**src/rtl/edge_count_divider.sv**
```systemverilog
// Counts qualified edges of a slow strobe in the clk domain, with prescaler,
// up/down wrap or saturate counting, load/clear and a terminal-count pulse.
module edge_count_divider #(
   parameter int CNT_W    = 2,
   parameter int CNT_MAX  = 3,
   parameter int WRAP_VAL = 1,
   parameter int EDGE_SEL = 0,
   parameter int PRESCALE = 1,
   parameter int SYNC_IN  = 0,
   parameter int MODE     = 0
) (
   input  logic             clk,
   input  logic             reset,
   input  logic             enable,
   input  logic             en_d,
   input  logic             up_dn,
   input  logic             clear,
   input  logic             load,
   input  logic [CNT_W-1:0] load_val,
   output logic [CNT_W-1:0] count,
   output logic             tc,
   output logic             edge_out
);

   localparam logic [CNT_W-1:0] MAX_V    = CNT_W'(CNT_MAX);
   localparam logic [CNT_W-1:0] WRAP_V   = CNT_W'(WRAP_VAL);
   localparam int               PRE_W    = (PRESCALE > 1) ? $clog2(PRESCALE) : 1;
   localparam logic [PRE_W-1:0] PRE_LAST = PRE_W'(PRESCALE - 1);
   localparam int               ARM_N    = (SYNC_IN != 0) ? 3 : 1;

   generate
      if (CNT_MAX >= (2 ** CNT_W) || WRAP_VAL > CNT_MAX || WRAP_VAL < 0 ||
          PRESCALE < 1 || EDGE_SEL < 0 || EDGE_SEL > 2) begin : g_param_check
         $error("edge_count_divider: illegal parameter combination");
      end
   endgenerate

   logic             enable_s;
   logic             enable_dly;
   logic             raw_edge;
   logic             edge_det;
   logic             step;
   logic [PRE_W-1:0] pre_cnt;
   logic [ARM_N-1:0] arm_p;

   function automatic logic [CNT_W-1:0] clamp_load(input logic [CNT_W-1:0] v);
      return (v > MAX_V) ? MAX_V : v;
   endfunction

   // Returns {tc, count} for a step cycle; wrap or saturate at both terminals.
   function automatic logic [CNT_W:0] next_step(input logic [CNT_W-1:0] cur,
                                                input logic en, input logic up);
      logic [CNT_W-1:0] nxt;
      if (!en)
         return {1'b0, {CNT_W{1'b0}}};
      if (up) begin
         if (cur >= MAX_V)
            return (MODE == 0) ? {1'b1, WRAP_V} : {1'b0, cur};
         nxt = cur + 1'b1;
         return {(MODE != 0) && (nxt == MAX_V), nxt};
      end
      if (cur <= WRAP_V)
         return (MODE == 0) ? {1'b1, MAX_V} : {1'b0, cur};
      nxt = cur - 1'b1;
      return {(MODE != 0) && (nxt == WRAP_V), nxt};
   endfunction

   // Input stage: optional two-flop synchroniser
   generate
      if (SYNC_IN != 0) begin : g_sync
         logic sync_p0;
         logic sync_p1;
         always_ff @(posedge clk or posedge reset) begin
            if (reset) begin
               sync_p0 <= 1'b0;
               sync_p1 <= 1'b0;
            end else begin
               sync_p0 <= enable;
               sync_p1 <= sync_p0;
            end
         end
         assign enable_s = sync_p1;
      end else begin : g_nosync
         assign enable_s = enable;
      end
   endgenerate

   // Edge stage: arm_p keeps edges masked until the input path has refilled
   // after reset, so a strobe already high at release is not counted.
   always_ff @(posedge clk or posedge reset) begin
      if (reset) begin
         enable_dly <= 1'b0;
         arm_p      <= '0;
      end else begin
         enable_dly <= enable_s;
         arm_p      <= ARM_N'({arm_p, 1'b1});
      end
   end

   always_comb begin
      raw_edge = 1'b0;
      if (EDGE_SEL == 0)
         raw_edge = enable_s & ~enable_dly;
      else if (EDGE_SEL == 1)
         raw_edge = ~enable_s & enable_dly;
      else
         raw_edge = enable_s ^ enable_dly;
      edge_det = raw_edge & arm_p[ARM_N-1];
   end

   assign step = edge_det & (pre_cnt == PRE_LAST);

   // Count stage: clear > load > step
   always_ff @(posedge clk or posedge reset) begin
      if (reset) begin
         count    <= '0;
         tc       <= 1'b0;
         edge_out <= 1'b0;
         pre_cnt  <= '0;
      end else begin
         edge_out <= edge_det;
         if (clear) begin
            count   <= '0;
            pre_cnt <= '0;
            tc      <= 1'b0;
         end else if (load) begin
            count   <= clamp_load(load_val);
            pre_cnt <= '0;
            tc      <= 1'b0;
         end else begin
            if (edge_det)
               pre_cnt <= (pre_cnt == PRE_LAST) ? '0 : pre_cnt + 1'b1;
            if (step)
               {tc, count} <= next_step(count, en_d, up_dn);
            else
               tc <= 1'b0;
         end
      end
   end

endmodule

```
**config.mk**
```make
export PLATFORM = sky130hd
export DESIGN_NAME = edge_count_divider
export DESIGN_NICKNAME = d
export VERILOG_FILES = /design/src/rtl/edge_count_divider.sv
export SDC_FILE = /design/constraint.sdc
export NUM_CORES = 1
export LEC_CHECK = 0
export BUFFER_PORTS_ARGS = -buffer_cell sky130_fd_sc_hd__clkbuf_2
export CORE_AREA = 3 3 40 42
export DETAILED_ROUTE_END_ITERATION = 8
export DIE_AREA = 0 0 43 45
export PLACE_DENSITY_LB_ADDON = 0.2
export SLEW_MARGIN = 10
export SYNTH_ARGS = -nofsm -noshare
export SYNTH_HDL_FRONTEND = slang
export SYNTH_SLANG_ARGS = --single-unit
```
**constraint.sdc**
```tcl
create_clock -name clk -period 3.73 [get_ports clk]
set_clock_uncertainty 0.15 [all_clocks]
set_input_delay 0.5595 -clock clk [delete_from_list [all_inputs] [get_ports clk]]
set_output_delay 0.5595 -clock clk [all_outputs]
set_load 0.05 [all_outputs]
```
==> run summary <==
The data arrival at the endpoint of the critical path came out at 960 ps. The number of global-route vias before repair is 250. In the final routed layout, each cell accounts on average for 9.86 um. The length of the first detailed-routing pass in iterations came out at 4. The largest stage delay on the critical path came out at 410 ps. Setup repair after global routing left no endpoint under its margin. The number of remaining DRC errors came out at 0.

The x dimension of the die came out at 43 um. The register bit count reported by yosys came out at 6. The placer congestion estimate came out at 0.715. The launch point of the worst path is count[0]. The total routed wire length on the met1 layer is 220 um. The total of warnings raised by yosys is 0. Sorting the synthesized cells by area gives the leading types as sky130_fd_sc_hd__dfrtp_1 (48%), sky130_fd_sc_hd__ha_1 (12%), sky130_fd_sc_hd__a22o_1 (11%), sky130_fd_sc_hd__mux2i_1 (6.5%), sky130_fd_sc_hd__nor3_1 (4.8%).

The count of cell types in the netlist is 12. The synthesized netlist devotes 0% of its cell area to XOR and XNOR gates. The slowest stage of the critical path belongs to the cell sky130_fd_sc_hd__dfrtp_1. The total CTS buffers is 3. The violation count after the first detailed-routing iteration came out at 11.

In this run the biggest area consumer among cell types represents 48.4% of the synthesized area. TritonCTS built the clock tree. The flow ran to the end, and the final reports show no timing, DRC or antenna violations. The via-per-instance ratio is 4.49. Summing over every cut layer, the via total after detailed routing is 265. In this run the cell area of the synthesized design comes to 310 um^2. The worst supply voltage drop on vdd came out at 0.000257 V. The mux cell area share after synthesis came out at 6.45%. STA classifies the critical path startpoint as a register. After clock tree synthesis, the clock-pin slew on the worst setup and hold paths is 40 ps. In the synthesized netlist, the cells that appear most often are sky130_fd_sc_hd__dfrtp_1 (6), sky130_fd_sc_hd__a22o_1 (4), sky130_fd_sc_hd__inv_1 (4). The number of antenna violations at the first check in global routing came out at 0. The total count of max-transition violations in the final report came to 0. The post-route fraction of the period consumed by the critical path came out at 44.7%. The later-pin clock latency in the skew report came out at 240 ps. In this run the standard cell core region covers 1280 um^2. Summing the sequential cell areas from Yosys gives 48.4% of the chip area. The compound-cell area share of the yosys netlist came out at 12.9%.

The largest area contributor in the synthesized netlist is sky130_fd_sc_hd__dfrtp_1. The number of gates on the worst path with buffers counted is 1. The number of antenna-violating nets in the routed design came out at 0.

The endpoint identified for the worst register-to-register timing path is count[1]. Traced cell by cell, the critical path runs through clkbuf_2. The share of cells above drive strength 1 is 34.1%. For the worst setup path, the data required time is 3020 ps. The total met2 wirelength after detailed routing is 290 um. The count of clock tree sinks came out at 6. The count of cells along the worst register-to-register path is 5. The startpoint identified for the worst register-to-register timing path is count[0]. In this run the tool buffered the top-level ports with 12 buffer cells. The pre-CTS worst setup slack came out at 2250 ps. The total count of hold-check failures in the final report was 0.

The total setup violations reported at the end of the flow came out at 0. The number of hold buffers added after CTS is 0. The tree is rooted in a sky130_fd_sc_hd__clkbuf_4. The number of nets produced by synthesis is 41. The overall routed net length came out at 582 um. The finished cells cover 412 um^2.

The global-route total usage across every layer came out at 7.21%. The net total in the final layout came out at 58. The most used flip-flop cell after synthesis is sky130_fd_sc_hd__dfrtp_1. Following the worst setup path forward leads to its endpoint at count[0]. The mean post-synth cell area is 10.7 um^2. After synthesis, the share of flip-flops with an asynchronous set or reset is 100%.

The synthesis-to-layout area growth came out at 32.7%. The post-synthesis share of cell area spent on and, or, nand and nor gates is 14.1%. The floorplan has 13 rows. The remaining global-route overflow is 0. For flop-to-flop paths, the worst setup slack is 2270 ps.

The minimum clock period after layout is 1670 ps. The initial core utilization came out at 24.1%. STA classifies the critical path endpoint as an output pin.

The maximum clock frequency is 600 MHz. The number of ports placed on the die boundary came out at 13. Hold timing on the final database bottoms out at a slack of 55.9 ps. The maximum number of pins on one net before global-route repair came out at 7. The cell count after synthesis came out at 29. The setup total negative slack is 0 ps.

The worst path setup slack after routing came out at 2060 ps. The number of buffer and inverter stages on the critical path is 1. The post-detailed-placement cell area is 389 um^2. By area, the combinational part of the netlist is dominated by simple AND/OR/NAND/NOR gates.

In this run the worst hold path is classified as in -> async. The critical-path maximum fanout is 5. Power spread over the standard cell area amounts to 385 nW/um^2.

The number of enable-type register cells in the synthesized netlist is 0. No sink is reached through more buffers than the 2 on the longest clock path. The antenna cell count came out at 0. The first-pass GRT wire length came out at 986 um. In this run the top signal layer used is met3.

The category of the most critical setup path is reg -> out. The area share of fa/ha/maj cells after synthesis is 12.1%. The chip height came out at 45 um.

The detailed-placement wirelength estimate is 521 um. Yosys instantiated no cell more often than sky130_fd_sc_hd__dfrtp_1. The number of levels the H-tree was split into came out at 1. After detailed routing, the met3 layer carries 72 um of wire. On the critical path the largest part of the delay comes from flip-flops. The die covers 1940 um^2. The post-CTS resize count came out at 0. Across the run, the number of max-cap violations was 0. The cell leakage power is 0.229 nW. In this run the post-CTS setup repair buffer count came out at 0.
through the flow:
stage          instances  util [%]  power [mW]
2_1_floorplan         29         -      0.0926
3_3_place_gp          56      30.3       0.103
6_report              59      32.0       0.158
5_1_grt               59      32.0       0.170
4_1_cts               59      32.0       0.162
3_5_place_dp          56      30.3       0.104
placed cells by master, fill, tap and decap left out, drive strengths merged:
cell    Yosys  routed
nand3       1       1
a21oi       1       1
nand3b      1       1
nor2        1       1
a22o        4       4
dfrtp       6       6
clkbuf      0      15
ha          3       3
nor3        3       3
conb        1       1
inv         4       4
mux2i       2       2
nor2b       2       2
power breakdown:
part           switching (mW)  leakage [nW]  internal, mW
Clock                  0.0197        0.0138        0.0361
Sequential            0.00286        0.0771        0.0687
Combinational          0.0191         0.138        0.0118
flip-flops by register name (all words and copies together), names as in the netlist:
signal / cells
count: 2
arm_p: 1
edge_out: 1
enable_dly: 1
tc: 1
routing by layer:
| layer | vias up | track usage, % |
|---|---|---|
| met2 | 10 | 11.4 |
| li1 | 130 | - |
| met5 | - | 0 |
| met4 | 0 | 0 |
| met1 | 125 | 7.62 |
| met3 | 0 | 6.77 |
worst min-delay path by stage:
stage | startpoint | cells after the start | to
after global placement | reset | 2 | tc
after detailed placement | reset | 2 | tc
after CTS | reset | 2 | tc
after global routing | reset | 2 | edge_out
after floorplan | reset | 1 | arm_p
final | reset | 2 | count[1]
final cells by class:
| cell class | count | area (um^2) |
|---|---|---|
| clock buffers | 3 | 22.5 |
| fillers | 147 | 873 |
| inverters | 4 | 15.0 |
| multi-input cells | 19 | 145 |
| flip-flops and latches | 6 | 150 |
| well taps | 15 | 18.8 |
| repair buffers | 12 | 60.1 |
kinds of logic after synthesis:
family | after synthesis
muxes | 2
and+or+nand+nor | 8
DFF | 6
adders and majority gates | 3
AOI/OAI and AO/OA | 5
buffers and inverters | 4
other | 1
Power figures use the tool's default switching activity.
